[src/rtl/CacheTypes.sv]
// Shared instruction-cache bus types: line address, line width and memory beat.
package CacheTypes;

  localparam int unsigned ICACHE_MEM_ADDR_WIDTH = 28;
  localparam int unsigned ICACHE_LINE_WIDTH     = 128;
  localparam int unsigned ICACHE_BEAT_WIDTH     = 32;

  typedef logic [ICACHE_MEM_ADDR_WIDTH-1:0] icache_mem_addr_t;
  typedef logic [ICACHE_LINE_WIDTH-1:0]     icache_line_t;
  typedef logic [ICACHE_BEAT_WIDTH-1:0]     bus_beat_t;

endpackage

[src/rtl/icache_bus_responder.sv]
// Splits icache line reads/writes into BEAT_WIDTH memory beats, one beat in flight at a time.
// Optional stall watchdog enabled by defining ICACHE_BUS_RESPONDER_TIMEOUT_EN.
module icache_bus_responder
  import CacheTypes::*;
#(
  parameter int unsigned LINE_WIDTH     = ICACHE_LINE_WIDTH,
  parameter int unsigned MEM_ADDR_WIDTH = ICACHE_MEM_ADDR_WIDTH,
  parameter int unsigned BEAT_WIDTH     = ICACHE_BEAT_WIDTH,
  localparam int unsigned NBEATS        = LINE_WIDTH / BEAT_WIDTH,
  localparam int unsigned BEAT_IDX_W    = $clog2(NBEATS)
) (
  input  logic                             clk,
  input  logic                             rst,
  input  logic [MEM_ADDR_WIDTH-1:0]        icAddr,
  input  logic                             icReadReq,
  output logic                             icReadGrant,
  output logic [LINE_WIDTH-1:0]            icReadValue,
  input  logic                             icWriteReq,
  input  logic [LINE_WIDTH-1:0]            icWriteValue,
  output logic                             icWriteGrant,
  output logic [MEM_ADDR_WIDTH+BEAT_IDX_W-1:0] memAddr,
  output logic                             memReadReq,
  output logic                             memWriteReq,
  output logic [BEAT_WIDTH-1:0]            memWriteData,
  input  logic                             memAck,
  input  logic [BEAT_WIDTH-1:0]            memReadData
`ifdef ICACHE_BUS_RESPONDER_TIMEOUT_EN
  ,
  output logic                             timeoutError
`endif
);

  typedef enum logic [1:0] {Idle, Read, Write, Grant} state_e;

  localparam logic [BEAT_IDX_W-1:0] LAST_BEAT = BEAT_IDX_W'(NBEATS - 1);

  state_e                    stateQ, stateD;
  logic [BEAT_IDX_W-1:0]     beatQ, beatD;
  logic [MEM_ADDR_WIDTH-1:0] addrQ, addrD;
  logic [LINE_WIDTH-1:0]     lineQ, lineD;
  logic                      isWriteQ, isWriteD;
  logic                      dropLine;

  logic                                 readGrantD, writeGrantD;
  logic                                 memReadReqD, memWriteReqD;
  logic [MEM_ADDR_WIDTH+BEAT_IDX_W-1:0] memAddrD;
  logic [BEAT_WIDTH-1:0]                memWriteDataD;
  logic [LINE_WIDTH-1:0]                readValueD;

`ifdef ICACHE_BUS_RESPONDER_TIMEOUT_EN
  localparam logic [7:0] TIMEOUT_LAST = 8'd254;
  logic [7:0] toCntQ, toCntD;
  logic       timedOutQ, timedOutD;
  logic       timeoutErrQ, timeoutErrD;
  assign timeoutError = timeoutErrQ;
`endif

  always_comb begin
    stateD   = stateQ;
    beatD    = beatQ;
    addrD    = addrQ;
    lineD    = lineQ;
    isWriteD = isWriteQ;
`ifdef ICACHE_BUS_RESPONDER_TIMEOUT_EN
    toCntD      = toCntQ;
    timedOutD   = timedOutQ;
    timeoutErrD = timeoutErrQ;
`endif

    unique case (stateQ)
      Idle: begin
        if (icWriteReq) begin
          stateD   = Write;
          addrD    = icAddr;
          lineD    = icWriteValue;
          beatD    = '0;
          isWriteD = 1'b1;
        end else if (icReadReq) begin
          stateD   = Read;
          addrD    = icAddr;
          beatD    = '0;
          isWriteD = 1'b0;
        end
`ifdef ICACHE_BUS_RESPONDER_TIMEOUT_EN
        toCntD    = '0;
        timedOutD = 1'b0;
`endif
      end
      Read, Write: begin
        if (memAck) begin
          if (stateQ == Read) begin
            lineD[int'(beatQ)*BEAT_WIDTH +: BEAT_WIDTH] = memReadData;
          end
          beatD = beatQ + BEAT_IDX_W'(1);
          if (beatQ == LAST_BEAT) begin
            stateD = Grant;
          end
`ifdef ICACHE_BUS_RESPONDER_TIMEOUT_EN
          toCntD = '0;
        end else if (toCntQ == TIMEOUT_LAST) begin
          // 255th consecutive stall cycle: give up and grant with an empty line.
          toCntD      = toCntQ + 8'd1;
          stateD      = Grant;
          beatD       = '0;
          timedOutD   = 1'b1;
          timeoutErrD = 1'b1;
        end else begin
          toCntD = toCntQ + 8'd1;
`endif
        end
      end
      Grant: begin
        stateD = Idle;
      end
      default: begin
        stateD = Idle;
      end
    endcase

`ifdef ICACHE_BUS_RESPONDER_TIMEOUT_EN
    dropLine = timedOutD;
`else
    dropLine = 1'b0;
`endif

    // Outputs are computed from next state so the registered copies line up with the state.
    memReadReqD   = (stateD == Read);
    memWriteReqD  = (stateD == Write);
    memAddrD      = (memReadReqD || memWriteReqD) ? {addrD, beatD} : '0;
    memWriteDataD = memWriteReqD ? lineD[int'(beatD)*BEAT_WIDTH +: BEAT_WIDTH] : '0;
    readGrantD    = (stateD == Grant) && !isWriteD;
    writeGrantD   = (stateD == Grant) && isWriteD;
    readValueD    = (readGrantD && !dropLine) ? lineD : '0;
  end

  always_ff @(posedge clk or negedge rst) begin
    if (!rst) begin
      stateQ       <= Idle;
      beatQ        <= '0;
      addrQ        <= '0;
      lineQ        <= '0;
      isWriteQ     <= 1'b0;
      icReadGrant  <= 1'b0;
      icWriteGrant <= 1'b0;
      icReadValue  <= '0;
      memReadReq   <= 1'b0;
      memWriteReq  <= 1'b0;
      memAddr      <= '0;
      memWriteData <= '0;
    end else begin
      stateQ       <= stateD;
      beatQ        <= beatD;
      addrQ        <= addrD;
      lineQ        <= lineD;
      isWriteQ     <= isWriteD;
      icReadGrant  <= readGrantD;
      icWriteGrant <= writeGrantD;
      icReadValue  <= readValueD;
      memReadReq   <= memReadReqD;
      memWriteReq  <= memWriteReqD;
      memAddr      <= memAddrD;
      memWriteData <= memWriteDataD;
    end
  end

`ifdef ICACHE_BUS_RESPONDER_TIMEOUT_EN
  always_ff @(posedge clk or negedge rst) begin
    if (!rst) begin
      toCntQ      <= '0;
      timedOutQ   <= 1'b0;
      timeoutErrQ <= 1'b0;
    end else begin
      toCntQ      <= toCntD;
      timedOutQ   <= timedOutD;
      timeoutErrQ <= timeoutErrD;
    end
  end
`endif

endmodule

[config.mk]
export PLATFORM = sky130hd
export DESIGN_NAME = icache_bus_responder
export DESIGN_NICKNAME = d
export VERILOG_FILES = /design/src/rtl/CacheTypes.sv /design/src/rtl/icache_bus_responder.sv
export SDC_FILE = /design/constraint.sdc
export NUM_CORES = 1
export LEC_CHECK = 0
export ABC_AREA = 0
export ABC_CLOCK_PERIOD_IN_PS = 4100
export CAP_MARGIN = 20
export CORE_MARGIN = 8
export CORE_UTILIZATION = 49
export CTS_CLUSTER_SIZE = 40
export DETAILED_ROUTE_END_ITERATION = 7
export HOLD_SLACK_MARGIN = 0.02
export MAX_ROUTING_LAYER = met4
export PLACE_DENSITY = 0.8
export SKIP_LAST_GASP = 1
export SLEW_MARGIN = 30
export SYNTH_ARGS = -nofsm -noshare
export SYNTH_HDL_FRONTEND = slang
export SYNTH_SLANG_ARGS = --single-unit
export TNS_END_PERCENT = 5
[constraint.sdc]
create_clock -name clk -period 4.1 [get_ports clk]
set_input_delay 0.41 -clock clk [delete_from_list [all_inputs] [get_ports clk]]
set_output_delay 0.41 -clock clk [all_outputs]
set_load 0.005 [all_outputs]
# Word level (Yosys, flattened, before mapping)
# Cells that the tools add are included.
# W data, S select, Z words.
[totals] register_bits=355 word_cells=53 out_inout_bits=194 inputBits=193
[classes] eq_ne=7 mux=23 add_sub_neg=2 reduce_logical=6 shift=3
[op_table] op="$mux W128" n=4
[op_table] op="$pmux W128 S2" n=1
[op_table] op="$bwmux W128" n=1
[op_table] op="$shift A32 B34 Y128 const A" n=1
[op_table] op="$shiftx A128 B8 Y32" n=1
[op_table] op="$shiftx A32 B34 Y128" n=1
[op_table] op="$mux W28" n=3
[op_table] op="$neg A7 Y34" n=1
[op_table] op="$mux W32" n=1
[op_table] op="$mux W30" n=1
[op_table] op="$mux W2" n=7
[op_table] op="$eq A2 B2 Y1 const B" n=5
[op_table] op="$pmux W2 S3" n=1
[op_table] op="$eq A2 B1 Y1 const B" n=2
[op_table] op="$pmux W2 S2" n=1
[op_table] op="$mux W1" n=3
[op_table] op="$add A2 B1 Y2 const B" n=1
[op_table] op="$logic_and A1 B1 Y1" n=2
[op_table] op="$logic_not A2 Y1" n=1
[op_table] op="$reduce_or A2 Y1" n=1
[op_table] op="$logic_not A1 Y1" n=1
[op_table] op="$logic_or A1 B1 Y1" n=1

# Logic depth before layout (Yosys ltp)
[logic_depth] ltp_word=8 ltp_mapped=15 mapped_depth_nobuf=10

# Worst setup path before layout
# Ideal clock, no wire load.
[synth_path] path_kind="flip-flop to flip-flop" startpoint="register stateQ[1]" endpoint="register memWriteData[12]" setup_slack_ns=1.052 stages_incl_launch_ff=15 t_arrival_ns=2.961 n_path_buf=5 period_less_slack_ns=3.048 t_required_ns=4.013 setup_ns=0.087 cell_sequence="dfrtp_1 -> inv_1 -> ha_1 -> buf_2 -> clkbuf_1 -> clkbuf_1 -> o22a_1 -> ha_1 -> inv_1 -> a21oi_2 -> and4_1 -> clkbuf_1 -> clkbuf_1 -> a22oi_1 -> o211ai_1"
[synth_via] word_cells_on_any_way=17 cone_classes="eq/ne (4); shift (1); mux (10); reduce/logical (2)"
[synth_rtl] element="start: declaration" line="icache_bus_responder.sv:37" source="state_e stateQ, stateD;"
[synth_rtl] element="start signal: assignment" line="icache_bus_responder.sv:138" source="stateQ <= Idle;"
[synth_rtl] element="start signal: assignment" line="icache_bus_responder.sv:151" source="stateQ <= stateD;"
[synth_rtl] element="$eq A2 B1 Y1, or another cell as far along" line="icache_bus_responder.sv:70" source="unique case (stateQ)"
[synth_rtl] element="$reduce_or A2 Y1, or another cell as far along" line="icache_bus_responder.sv:70"
[synth_rtl] element="$pmux W2 S3 (*)" line="icache_bus_responder.sv:70"
[synth_rtl] element="net stateD[1]" line="icache_bus_responder.sv:37"
[synth_rtl] element="$eq A2 B2 Y1 (*)" line="icache_bus_responder.sv:128" source="memWriteReqD = (stateD == Write);"
[synth_rtl] element="net memWriteReqD" line="icache_bus_responder.sv:45" source="logic memReadReqD, memWriteReqD;"
[synth_rtl] element="$mux W32 (*)" line="icache_bus_responder.sv:130" source="memWriteDataD = memWriteReqD ? lineD[int'(beatD)*BEAT_WIDTH +: BEAT_WIDTH] : '0;"
[synth_rtl] element="net memWriteDataD[12]" line="icache_bus_responder.sv:47" source="logic [BEAT_WIDTH-1:0] memWriteDataD;"
[synth_rtl] element="end signal: assignment" line="icache_bus_responder.sv:162" source="memWriteData <= memWriteDataD;"
[synth_rtl] element="end: declaration" line="icache_bus_responder.sv:24" source="output logic [BEAT_WIDTH-1:0] memWriteData,"
# Mark *: on every way through the listed nets, which the timed path passes. The rest lies on a longest branch.

# Worst setup path after layout
[layout_path] startpoint="register stateQ[0]" endpoint="register memWriteData[2]"
[layout_via] elab_chain_len=6 word_cells_on_any_way=17 cone_classes="eq/ne (4); shift (1); mux (10); reduce/logical (2)"
[layout_lines] element="$eq A2 B1 Y1" line="icache_bus_responder.sv:70, icache_bus_responder.sv:91"
[layout_lines] element="$mux W128" line="icache_bus_responder.sv:91" source="if (stateQ == Read) begin"
[layout_lines] element="$mux W128" line="icache_bus_responder.sv:90" source="if (memAck) begin"
[layout_lines] element="$pmux W128 S2 (*)" line="icache_bus_responder.sv:70"
[layout_lines] element="net lineD[98]" line="icache_bus_responder.sv:40" source="logic [LINE_WIDTH-1:0] lineQ, lineD;"
[layout_lines] element="$shiftx A128 B8 Y32 (*)" line="icache_bus_responder.sv:130"
[layout_lines] element="$mux W32 (*)" line="icache_bus_responder.sv:130"
[layout_lines] element="net memWriteDataD[2]" line="icache_bus_responder.sv:47"
# Marked as above.

==> reports/results.tsv <==
stage	metric	value	unit
logic_synthesis	ys_warn_count	0	
detailed_routing	wl_met2	24800	um
clocking	clk_path_buf_depth	3	
placed_design	portBuffers	386	
logic_synthesis	syn_nets	1517	
logic_synthesis	synth.most_common_cell	dfrtp_1	
placed_design	hpwl	37600	um
detailed_routing	ant_nets	0	
clocking	path_clk_slew	0.06	ns
logic_synthesis	yosysUniqueCellTypes	50	
sta	hold_viol	0	
logic_synthesis	synth_area_per_cell	11.7	um^2
setup_path	slowest_stage	ha_4	
power	p_switching	0.00608	W
logic_synthesis	yosysTopAreaCellShare	58.0	%
setup_path	crit_fanout	65	
sta	slew_headroom	34.9	%
logic_synthesis	netlist_area	0.0153	mm^2
finish	area_growth	37.2	%
detailed_routing	drt-vias-per-instance	6.23	
placed_design	place.gp.congestion	0.914	
setup_path	crit_family	compound AO/OA/AOI/OAI gates	
setup_path	worstSetupPathType	reg -> reg	
detailed_routing	dr.pass1.iters	6	
power	internal_power	0.00962	W
global_route	antenna_found_initial	12	
logic_synthesis	synth_edf_count	0	
floorplan	die_w	193	um
detailed_routing	top_layer_used	met4	
sta	worst_pin_slew	0.976	ns
power	pwr-share-clk	23.5	%
sta	fin_tns_setup	0	ns
sta	timing.fmax	305	MHz
power	swShare	38.7	%
setup_path	crit_chain	ha_4 > nand2b_2 > buf_4 > nor4_4 > buf_4 > a221o_1 > a32o_1 > a221o_1	
logic_synthesis	synth-main-ff-cell	dfrtp_1	
power	p_per_area	747	mW/mm^2
sta	min_period_over_period	80.1	%
logic_synthesis	syn_inst	1312	
setup_path	critPathMaxStageDelay	0.63	ns
detailed_routing	drc	0	
status	status	finished, final reports clean	
clocking	cts.sinks	355	
global_route	grt_overflow	0	
clocking	cts_resized	0	
setup_path	cp_data_arrival_time	3.68	ns
clocking	clk_latency	0.53	ns
min_path	holdCritStartpoint	icWriteReq	
setup_path	rr_startpoint	stateQ[0]$_DFF_PN0_	
flow_run	cap_violations	0	
power	vdd_drop_max	662	uV
logic_synthesis	yosysTopAreaCell	dfrtp_1	
floorplan	ios	387	
global_route	grt_pass1_wl	81400	um
detailed_routing	drt_iter0_drc	1496	
logic_synthesis	synth-seq-cells	355	
finish	drive_above_1_share	8.77	%
global_route	grt_max_degree	122	
floorplan	die_y	193	um
sta	whs	0.415	ns
global_route	track_usage	29.6	%
logic_synthesis	synthTopCellsByArea	dfrtp_1, a221o_1, nor2b_1, a22oi_1, nand3b_1	
min_path	holdCritPathClass	in -> reg	
detailed_routing	vias	13000	
global_route	first_global_vias	13300	
setup_path	startpoint	stateQ[0]$_DFF_PN0_	
sta	setup_violations	0	
clocking	cts-root-buf	clkbuf_16	
floorplan	start_util	50.0	%
power	pwr-share-comb	44.5	%
floorplan	core-area	0.0307	mm^2
sta	period_needed	3.28	ns
logic_synthesis	synthArstFlopShare	100	%
setup_path	worst_setup_path_start_kind	register	
finish	nets	1863	
detailed_routing	wl_met3	6310	um
detailed_routing	wl_met1	21000	um
sta	grt_setup_unrepaired	no	
sta	drv_slew	0	
logic_synthesis	synth_common_cells	dfrtp_1, nor2b_1, a221o_1	
detailed_routing	post_drt_wl_per_cell	26.2	um
setup_path	critPathRequiredTime	4.50	ns
clocking	cts_tree	built	
power	p_seq_share	31.9	%
clocking	cts_buffers	39	
detailed_routing	routed_wl	54900	um
setup_path	critPathBufInv	2	
floorplan	die_area	0.0372	mm^2
power	power_leakage	8.97	nW
sta	skew	0.0240	ns
logic_synthesis	yosysSeqAreaShare	58.0	%
floorplan	num_rows	64	
clocking	cts_max_level	2	
setup_path	crit_path_end_kind	register	
## worst paths after layout
kind | endpoint | slack, ns | cells past startpoint
max in group asynchronous | lineQ[80]$_DFF_PN0_ | 2.59 | 4
hold / removal | stateQ[1]$_DFF_PN0_ | 0.41 | 4
setup / recovery | memWriteData[2]$_DFF_PN0_ | 0.82 | 8
hold reg to reg | addrQ[19]$_DFF_PN0_ | 0.49 | 1
min in group asynchronous | addrQ[21]$_DFF_PN0_ | 0.43 | 2
setup reg to reg | memWriteData[2]$_DFF_PN0_ | 0.82 | 8
## flip-flops by register name (all words and copies together), names as in the netlist
signal	flops
lineQ	128
memWriteReq	1
beatQ	2
memWriteData	32
memReadReq	1
isWriteQ	1
addrQ	28
icWriteGrant	1
memAddr	30
icReadGrant	1
stateQ	2
icReadValue	128
## worst register-to-register path, stage by stage (launching register included)
cell and delay (ns):
dfrtp_1 0.46, ha_4 0.63, nand2b_2 0.26, buf_4 0.44
nor4_4 0.10, buf_4 0.29, a221o_1 0.47, a32o_1 0.26
a221o_1 0.26
## repair_timing
action | in CTS | in global routing
endpoints found under the hold margin | 0 | 51
setup buffers | 0 | 0
hold buffers | 0 | 1
setup endpoints to repair | 0 | 0
## placed cells by master, fill, tap and decap left out, types with 3 or more instances in the layout
| cell type | instances |
|---|---|
| bufinv_16 | 6 |
| dfrtp_1 | 355 |
| mux2_2 | 28 |
| a222oi_1 | 15 |
| a221o_1 | 95 |
| buf_12 | 5 |
| clkinvlp_4 | 4 |
| o221ai_1 | 34 |
| clkinv_2 | 10 |
| o211ai_1 | 17 |
| ha_1 | 10 |
| clkdlybuf4s50_1 | 384 |
| nand3_1 | 3 |
| nand3b_1 | 47 |
| clkbuf_1 | 3 |
| and2_1 | 50 |
| a31oi_1 | 16 |
| nor2b_1 | 128 |
| mux2i_1 | 18 |
| nor3b_1 | 16 |
| nand2_1 | 88 |
| nand2b_1 | 48 |
| a21o_1 | 3 |
| a32o_1 | 16 |
| a21oi_1 | 63 |
| clkbuf_8 | 5 |
| clkbuf_16 | 40 |
| inv_1 | 25 |
| a22o_1 | 15 |
| nor2_1 | 18 |
| diode_2 | 12 |
| buf_4 | 27 |
| a22oi_1 | 51 |
## power groups by stage
stage | combinational, W | sequential, W | clock, W
after floorplan | 0.00415 | 0.00497 | 0
after global placement | 0.00664 | 0.00499 | 0
after detailed placement | 0.00681 | 0.00505 | 0
after CTS | 0.00686 | 0.00500 | 0.00374
after global routing | 0.00744 | 0.00510 | 0.00389
final | 0.00700 | 0.00501 | 0.00370
## metrics by stage
stage	power, W	util, %	worst slack, ns	cell area (um^2)	instances
finish	0.0157	68.6	0.818	21000	2095
global route	0.0164	68.6	0.677	21000	2095
CTS	0.0156	68.3	0.576	21000	2081
detailed placement	0.0119	63.9	0.527	19600	2011
global placement	0.0116	63.8	0.429	19600	2011
floorplan	0.00911	-	1.05	15300	1312
## cell type report
type / instances / area (um^2)
antenna: 12 / 30.0
clock buffer: 48 / 1080
clock inverter: 22 / 289
fill: 2238 / 9640
inverter: 28 / 106
multi-input combinational: 814 / 5940
sequential: 355 / 8880
tap: 396 / 495
timing repair buffer: 420 / 4200
## routing by layer
metal / track usage (%) / up-vias
li1: - / 5531
met1: 37.5 / 6454
met2: 43.4 / 875
met3: 8.51 / 186
met4: 14.2 / 0
met5: - / -
## cell families after synthesis
| logic type | share of synthesized area, % |
|---|---|
| DFF | 58.0 |
| muxes | 3.23 |
| AOI/OAI and AO/OA | 18.0 |
| buffers and inverters | 3.79 |
| and+or+nand+nor | 16.1 |
| adders and majority gates | 0.979 |
Note: power is estimated with default switching activity, not from simulation.
